$ cat src/rtl/ps2_pkg.sv
// Shared PS/2 definitions: transmitter state encoding, command bytes and frame layout.
// Used by the host transmitter and the keyboard receiver.
package ps2_pkg;

   localparam int FRAME_BITS = 10;

   localparam logic [7:0] PS2_CMD_SET_LED = 8'hED;
   localparam logic [7:0] PS2_CMD_RESET   = 8'hFF;
   localparam logic [7:0] PS2_CMD_ENABLE  = 8'hF4;

   typedef enum logic [2:0] {
      ST_IDLE,
      ST_INHIBIT,
      ST_REQ,
      ST_SHIFT,
      ST_ACK,
      ST_WAIT_REL
   } ps2_tx_state_t;

   // Bit 0 goes out first; bit 9 is the stop bit.
   function automatic logic [FRAME_BITS-1:0] ps2_frame(input logic [7:0] data);
      return {1'b1, ~^data, data};
   endfunction

endpackage

$ cat src/rtl/ps2_host_tx_if.sv
// Command handshake and open-drain line bundle for the PS/2 host transmitter.
// The slave modport is the transmitter; master is the controller plus the line model.
interface ps2_host_tx_if;
   logic       start;
   logic [7:0] tx_data;
   logic       busy;
   logic       done;
   logic       err;
   logic       rx_en;
   logic       ps2c_in;
   logic       ps2d_in;
   logic       ps2c_oe;
   logic       ps2d_oe;

   modport master (
      output start, tx_data, ps2c_in, ps2d_in,
      input  busy, done, err, rx_en, ps2c_oe, ps2d_oe
   );

   modport slave (
      input  start, tx_data, ps2c_in, ps2d_in,
      output busy, done, err, rx_en, ps2c_oe, ps2d_oe
   );
endinterface

$ cat src/rtl/ps2_edge_filter.sv
// Two-flop synchroniser, glitch filter and falling-edge strobe for a PS/2 clock line.
// A new level is accepted only after FILTER_LEN consecutive samples agree.
module ps2_edge_filter #(
   parameter int FILTER_LEN = 8
) (
   input  logic clk_sys,
   input  logic rst_b,
   input  logic line_in,
   output logic level,
   output logic fall
);

   localparam int CNT_W = (FILTER_LEN > 1) ? $clog2(FILTER_LEN) : 1;
   localparam logic [CNT_W-1:0] CNT_LAST = CNT_W'(FILTER_LEN - 1);

   logic [1:0]       sync;
   logic [CNT_W-1:0] cnt;

   always_ff @(posedge clk_sys or negedge rst_b) begin
      if (!rst_b) begin
         sync  <= 2'b11;
         cnt   <= '0;
         level <= 1'b1;
         fall  <= 1'b0;
      end else begin
         sync <= {sync[0], line_in};
         fall <= 1'b0;
         // Any sample matching the current level restarts the run of disagreeing samples.
         if (sync[1] == level) begin
            cnt <= '0;
         end else if (cnt == CNT_LAST) begin
            cnt   <= '0;
            level <= sync[1];
            fall  <= ~sync[1];
         end else begin
            cnt <= cnt + CNT_W'(1);
         end
      end
   end

endmodule

$ cat src/rtl/ps2_host_tx.sv
// PS/2 host-to-device transmitter: inhibit, request-to-send, 10-bit frame, device ack.
// Define PS2_TX_ACK_CHECK_EN to turn a missing device ack into an err pulse.
module ps2_host_tx
   import ps2_pkg::*;
#(
   parameter int INHIBIT_CYCLES = 10000,
   parameter int TIMEOUT_CYCLES = 2000000,
   parameter int FILTER_LEN     = 8
) (
   input  logic          clk,
   input  logic          reset,
   ps2_host_tx_if.slave  bus
);

   // state     | meaning
   // ST_IDLE   | lines released, receiver enabled, waiting for start
   // ST_INHIBIT| ps2c held low; start bit asserted in the last cycle
   // ST_REQ    | ps2c released, ps2d low, waiting for the device's first edge
   // ST_SHIFT  | one frame bit per device falling edge
   // ST_ACK    | stop bit out, sampling the device ack on the next edge
   // ST_WAIT_REL| waiting for the device to release both lines

   localparam int INH_W = (INHIBIT_CYCLES > 1) ? $clog2(INHIBIT_CYCLES) : 1;
   localparam int TMO_W = (TIMEOUT_CYCLES > 1) ? $clog2(TIMEOUT_CYCLES) : 1;
   localparam int BIT_W = $clog2(FRAME_BITS);

   localparam logic [INH_W-1:0] INH_LOAD = INH_W'(INHIBIT_CYCLES - 1);
   localparam logic [TMO_W-1:0] TMO_LOAD = TMO_W'(TIMEOUT_CYCLES - 1);
   localparam logic [BIT_W-1:0] BIT_LAST = BIT_W'(FRAME_BITS - 1);

   ps2_tx_state_t         state, state_d;
   logic [FRAME_BITS-1:0] frame, frame_d;
   logic [BIT_W-1:0]      bit_cnt, bit_cnt_d;
   logic [INH_W-1:0]      inh_cnt, inh_cnt_d;
   logic [TMO_W-1:0]      tmo_cnt, tmo_cnt_d;
   logic                  d_drive, d_drive_d;
   logic                  done_q, done_d;
   logic                  err_q, err_d;
   logic                  tmo_active;
`ifdef PS2_TX_ACK_CHECK_EN
   logic                  ack_bad, ack_bad_d;
`endif

   logic       c_level;
   logic       c_fall;
   logic [1:0] d_meta;
   logic       d_sync;

   ps2_edge_filter #(
      .FILTER_LEN (FILTER_LEN)
   ) u_clk_filter (
      .clk_sys (clk),
      .rst_b   (reset),
      .line_in (bus.ps2c_in),
      .level   (c_level),
      .fall    (c_fall)
   );

   always_ff @(posedge clk or negedge reset) begin
      if (!reset) d_meta <= 2'b11;
      else        d_meta <= {d_meta[0], bus.ps2d_in};
   end
   assign d_sync = d_meta[1];

   always_ff @(posedge clk or negedge reset) begin
      if (!reset) begin
         state   <= ST_IDLE;
         frame   <= '0;
         bit_cnt <= '0;
         inh_cnt <= '0;
         tmo_cnt <= TMO_LOAD;
         d_drive <= 1'b0;
         done_q  <= 1'b0;
         err_q   <= 1'b0;
`ifdef PS2_TX_ACK_CHECK_EN
         ack_bad <= 1'b0;
`endif
      end else begin
         state   <= state_d;
         frame   <= frame_d;
         bit_cnt <= bit_cnt_d;
         inh_cnt <= inh_cnt_d;
         tmo_cnt <= tmo_cnt_d;
         d_drive <= d_drive_d;
         done_q  <= done_d;
         err_q   <= err_d;
`ifdef PS2_TX_ACK_CHECK_EN
         ack_bad <= ack_bad_d;
`endif
      end
   end

   assign tmo_active = (state == ST_REQ) || (state == ST_SHIFT) ||
                       (state == ST_ACK) || (state == ST_WAIT_REL);

   always_comb begin
      state_d   = state;
      frame_d   = frame;
      bit_cnt_d = bit_cnt;
      inh_cnt_d = inh_cnt;
      d_drive_d = d_drive;
      done_d    = 1'b0;
      err_d     = 1'b0;
`ifdef PS2_TX_ACK_CHECK_EN
      ack_bad_d = ack_bad;
`endif

      // Watchdog reloads on every device edge and idles outside the device-paced states.
      if (!tmo_active || c_fall)  tmo_cnt_d = TMO_LOAD;
      else if (tmo_cnt != '0)     tmo_cnt_d = tmo_cnt - TMO_W'(1);
      else                        tmo_cnt_d = tmo_cnt;

      case (state)
         ST_IDLE: begin
            if (bus.start) begin
               frame_d   = ps2_frame(bus.tx_data);
               bit_cnt_d = '0;
               inh_cnt_d = INH_LOAD;
               d_drive_d = 1'b0;
`ifdef PS2_TX_ACK_CHECK_EN
               ack_bad_d = 1'b0;
`endif
               state_d   = ST_INHIBIT;
            end
         end
         ST_INHIBIT: begin
            if (inh_cnt == '0) state_d = ST_REQ;
            else               inh_cnt_d = inh_cnt - INH_W'(1);
         end
         ST_REQ: begin
            if (c_fall) begin
               d_drive_d = ~frame[0];
               bit_cnt_d = BIT_W'(1);
               state_d   = ST_SHIFT;
            end
         end
         ST_SHIFT: begin
            if (c_fall) begin
               d_drive_d = ~frame[bit_cnt];
               bit_cnt_d = bit_cnt + BIT_W'(1);
               if (bit_cnt == BIT_LAST) state_d = ST_ACK;
            end
         end
         ST_ACK: begin
            if (c_fall) begin
`ifdef PS2_TX_ACK_CHECK_EN
               ack_bad_d = d_sync;
`endif
               state_d = ST_WAIT_REL;
            end
         end
         ST_WAIT_REL: begin
            if (c_level && d_sync) begin
               state_d = ST_IDLE;
`ifdef PS2_TX_ACK_CHECK_EN
               err_d   = ack_bad;
               done_d  = ~ack_bad;
`else
               done_d  = 1'b1;
`endif
            end
         end
         default: state_d = ST_IDLE;
      endcase

      if (tmo_active && !c_fall && tmo_cnt == '0) begin
         state_d   = ST_IDLE;
         d_drive_d = 1'b0;
         done_d    = 1'b0;
         err_d     = 1'b1;
      end
   end

   assign bus.busy    = (state != ST_IDLE);
   assign bus.rx_en   = (state == ST_IDLE);
   assign bus.ps2c_oe = (state == ST_INHIBIT);
   assign bus.ps2d_oe = ((state == ST_INHIBIT) && (inh_cnt == '0)) ||
                        (state == ST_REQ) ||
                        ((state == ST_SHIFT) && d_drive);
   assign bus.done    = done_q;
   assign bus.err     = err_q;

endmodule

$ cat src/flat_wrapper.sv
// flat-port wrapper written by rule: the top's interface ports become plain ports
module ps2_host_tx_flat import ps2_pkg::*;
#(
   parameter int INHIBIT_CYCLES = 10000,
   parameter int TIMEOUT_CYCLES = 2000000,
   parameter int FILTER_LEN     = 8
)
  (clk, reset, bus_start, bus_tx_data, bus_ps2c_in, bus_ps2d_in, bus_busy, bus_done, bus_err, bus_rx_en, bus_ps2c_oe, bus_ps2d_oe);
  ps2_host_tx_if bus_i ();
  input  logic clk;
  input  logic reset;
  input wire logic [$bits(bus_i.start)-1:0] bus_start;
  input wire logic [$bits(bus_i.tx_data)-1:0] bus_tx_data;
  input wire logic [$bits(bus_i.ps2c_in)-1:0] bus_ps2c_in;
  input wire logic [$bits(bus_i.ps2d_in)-1:0] bus_ps2d_in;
  output wire logic [$bits(bus_i.busy)-1:0] bus_busy;
  output wire logic [$bits(bus_i.done)-1:0] bus_done;
  output wire logic [$bits(bus_i.err)-1:0] bus_err;
  output wire logic [$bits(bus_i.rx_en)-1:0] bus_rx_en;
  output wire logic [$bits(bus_i.ps2c_oe)-1:0] bus_ps2c_oe;
  output wire logic [$bits(bus_i.ps2d_oe)-1:0] bus_ps2d_oe;
  assign bus_i.start = bus_start;
  assign bus_i.tx_data = bus_tx_data;
  assign bus_i.ps2c_in = bus_ps2c_in;
  assign bus_i.ps2d_in = bus_ps2d_in;
  assign bus_busy = bus_i.busy;
  assign bus_done = bus_i.done;
  assign bus_err = bus_i.err;
  assign bus_rx_en = bus_i.rx_en;
  assign bus_ps2c_oe = bus_i.ps2c_oe;
  assign bus_ps2d_oe = bus_i.ps2d_oe;
  ps2_host_tx #(.INHIBIT_CYCLES(INHIBIT_CYCLES), .TIMEOUT_CYCLES(TIMEOUT_CYCLES), .FILTER_LEN(FILTER_LEN)) u_core (.clk(clk), .reset(reset), .bus(bus_i));
endmodule
$ cat config.mk
export PLATFORM = sky130hd
export DESIGN_NAME = ps2_host_tx_flat
export DESIGN_NICKNAME = d
export VERILOG_FILES = /design/src/rtl/ps2_pkg.sv /design/src/rtl/ps2_host_tx_if.sv /design/src/rtl/ps2_edge_filter.sv /design/src/rtl/ps2_host_tx.sv /design/src/flat_wrapper.sv
export SDC_FILE = /design/constraint.sdc
export NUM_CORES = 1
export LEC_CHECK = 0
export CORE_AREA = 3 3 86 88
export DETAILED_ROUTE_END_ITERATION = 12
export DIE_AREA = 0 0 89 91
export GPL_TIMING_DRIVEN = 0
export PLACE_DENSITY = 0.73
export SLEW_MARGIN = 20
export SYNTH_ARGS = -nofsm -noshare
export SYNTH_HDL_FRONTEND = slang
export SYNTH_SLANG_ARGS = --single-unit
$ cat constraint.sdc
create_clock -name clk -period 2.45 [get_ports clk]
set_input_delay 0.49 -clock clk [delete_from_list [all_inputs] [get_ports clk]]
set_output_delay 0.49 -clock clk [all_outputs]
set_load 0.005 [all_outputs]
==> impl_metrics.json <==
{
  "status": "finished, final reports clean",
  "drcViolationCount": 0,
  "wl_per_cell_um": 14.61,
  "clk_pin_slew_ns": 0.07,
  "syn2layout_area_growth_pct": 19.60,
  "dpl.cell_count": 438,
  "synth_top_cell_by_area": "dfrtp_1",
  "yosysWarnings": 0,
  "cts.sinks": 64,
  "path_cells": "or4_4, buf_6, or4_4, nand2b_4, or4b_1, nand3_1",
  "critPathMostFrequentCell": "or4_4",
  "wl_um": 6720,
  "grt_max_degree": 35,
  "nFillCells": 546,
  "via_count": 2635,
  "htreeDepth": 3,
  "worstPathMaxFanout": 6,
  "finalNetCount": 396,
  "die_h_um": 91,
  "grt_pass1_wl_um": 11960,
  "synth_most_common_cell": "nand2_1",
  "chipWidth_um": 89,
  "leakage_nw": 1.579,
  "slowest_delay_ns": 0.55,
  "slew_viol_final": 0,
  "period_needed_ns": 2.413,
  "syn_area_um2": 3287,
  "fin_crit_sh_pct": 98.48,
  "rows": 30,
  "critPathCaptureType": "register",
  "synth_edf_count": 0,
  "first_global_vias": 2548,
  "rsz0062_at_grt": "true",
  "core_area_um2": 6719,
  "die-area_um2": 8099,
  "clockBufferDepth": 2,
  "worst_ep_required_time_ns": 2.73,
  "cts_root_buffer": "clkbuf_8",
  "detail_route.first_pass.iterations": 4,
  "syn_area_per_cell_um2": 9.696,
  "synth_seq_area_share_pct": 49.41,
  "ant_nets": 0,
  "synth_commonest_cells": "nand2_1 (58), dfrtp_1 (46), nor2_1 (25)",
  "yosysUniqueCellTypes": 53,
  "ir_drop_mv": 0.4212,
  "cts_tree": "yes",
  "clock.fmax_ghz": 0.4145,
  "yosysTopAreaCellShare_pct": 35.02,
  "start_util_pct": 48.92,
  "boundaryPins": 19,
  "finalHoldViolCount": 0,
  "syn_inst": 339,
  "grt_util_all_layers_pct": 18.49,
  "p_per_area_nw_per_um2": 733.0,
  "cp.arrival_ns": 2.69,
  "layout-drive-gt1-share_pct": 18.95,
  "hold_class": "input pin to async pin",
  "ys.flop_type": "dfrtp_1",
  "synth_area_leaders": "dfrtp_1 (35%), dfstp_2 (14%), nand2_1 (6.6%)",
  "hpwlAfterDp_um": 4651,
  "grt_overflow": 0,
  "syn-num-nets": 360,
  "crit_path_start_kind": "register",
  "ys_seq_elements": 64,
  "final_cell_count_no_fill": 460,
  "globalplace.congestion": 0.8104,
  "post-route-util_pct": 58.51,
  "multiInputGateArea_um2": 1638,
  "io_buffer_count": 18,
  "drt_iter0_markers": 229,
  "cts_buffers": 9,
  "clkLatencyLatePin_ns": 0.34,
  "critPathKind": "register to register",
  "relSlewSlack_pct": 56.97,
  "regArea_um2": 1625,
  "crit_slowest_cell": "or4_4",
  "async_reset_ff_share_pct": 100.0,
  "via_per_inst": 5.728,
  "finalSetupViolations": 0,
  "diodes": 0,
  "antenna_found_initial": 0,
  "worstMarginPinSlew_ns": 0.6440,
  "maxCapViolCount": 0,
  "fin_worst_skew_ns": 0.008378
}
==> path summary, 6_finish.rpt <==
kind,startpoint,end,slack (ns),cells after the start
min in group clk,u_core.u_clk_filter.sync[0]$_DFF_PN1_,u_core.u_clk_filter.sync[1]$_DFF_PN1_,0.36,0
max in group asynchronous,reset,u_core.u_clk_filter.sync[0]$_DFF_PN1_,1.81,2
worst min-delay path,reset,u_core.bit_cnt[2]$_DFFE_PN0P_,0.06,1
worst max register to register,u_core.tmo_cnt[9]$_DFFE_PN0P_,u_core.tmo_cnt[20]$_DFFE_PN1P_,0.04,6
worst min register to register,u_core.u_clk_filter.sync[0]$_DFF_PN1_,u_core.u_clk_filter.sync[1]$_DFF_PN1_,0.36,0
worst max-delay path,u_core.tmo_cnt[9]$_DFFE_PN0P_,u_core.tmo_cnt[20]$_DFFE_PN1P_,0.04,6
==> per-layer routing <==
metal | GRT usage (%) | share of wire, %
met5 | 0 | 0
met4 | 7.568 | 1.9
met3 | 3.176 | 4.0
met2 | 27.10 | 46
met1 | 26.88 | 48
==> placed cells by master, fill, tap and decap left out, drive strengths merged, types with 8 or more instances in the layout <==
master,n
nor2,26
a21oi,9
dfrtp,46
xnor2,16
or3,8
nand2,58
clkdlybuf4s50,16
buf,14
o21ai,19
clkbuf,21
dfstp,18
nor3,16
xor2,11
ha,8
==> kinds of logic after synthesis <==
group | share of synthesized area (%)
buf+inv | 2.703
mux | 2.626
compound gates | 10.62
flops | 49.41
xor+xnor | 7.194
fa+ha+maj | 3.045
simple gates | 24.40
==> per-stage QoR <==
step | area [um^2] | power (mW) | worst slack, ns | setup TNS, ns | hold slack, ns
final | 3931 | 2.882 | 0.03736 | 0 | 0.06279
after global routing | 3931 | 3.056 | -0.04863 | -0.1970 | 0.09131
after CTS | 3875 | 2.886 | -0.03758 | -0.07333 | 0.07442
after detailed placement | 3585 | 1.834 | -0.5449 | -0.6996 | 0.3492
after global placement | 3567 | 1.809 | -1.160 | -61.91 | 0.3484
after floorplan | 3287 | 1.675 | 0.1460 | 0 | 0.1944
==> cell type report <==
cell class / count / area share, %
flip-flops and latches: 64 / 41.34
well taps: 80 / 2.546
inverters: 7 / 0.6684
clock buffers: 10 / 3.501
plain buffers: 14 / 1.750
multi-input cells: 252 / 41.66
repair buffers: 27 / 6.429
clock inverters: 6 / 2.101
==> sequential cells by signal, indices dropped and copies added (netlist names) <==
name,flops
u_core.u_clk_filter.level,1
u_core.d_meta,2
u_core.bit_cnt,4
u_core.frame,10
u_core.bus.err,1
u_core.u_clk_filter.cnt,3
u_core.bus.done,1
u_core.u_clk_filter.sync,2
u_core.inh_cnt,14
u_core.u_clk_filter.fall,1
u_core.d_drive,1
u_core.state,3
u_core.tmo_cnt,21
==> report_power, final <==
group	total [mW]	switching [mW]	internal [mW]	leakage, nW
sequential	1.39	0.163	1.23	0.770
clock	1.01	0.412	0.595	0.112
combinational	0.483	0.242	0.241	0.697
==> worst max-delay path, delay by kind of cell (launching register included) <==
kind                   cells  cell delay, ns
DFF                        1            0.40
and+or+nand+nor            5            1.81
buffers and inverters      1            0.14
==> what timing repair did <==
item / 4_1_cts / 5_1_grt
buffers inserted: 4 / 4
pin swaps: 3 / 6
setup endpoints to repair: 10 / 26
resized for setup: 15 / 20
hold buffers: 0 / 0
Power figures use the tool's default switching activity.
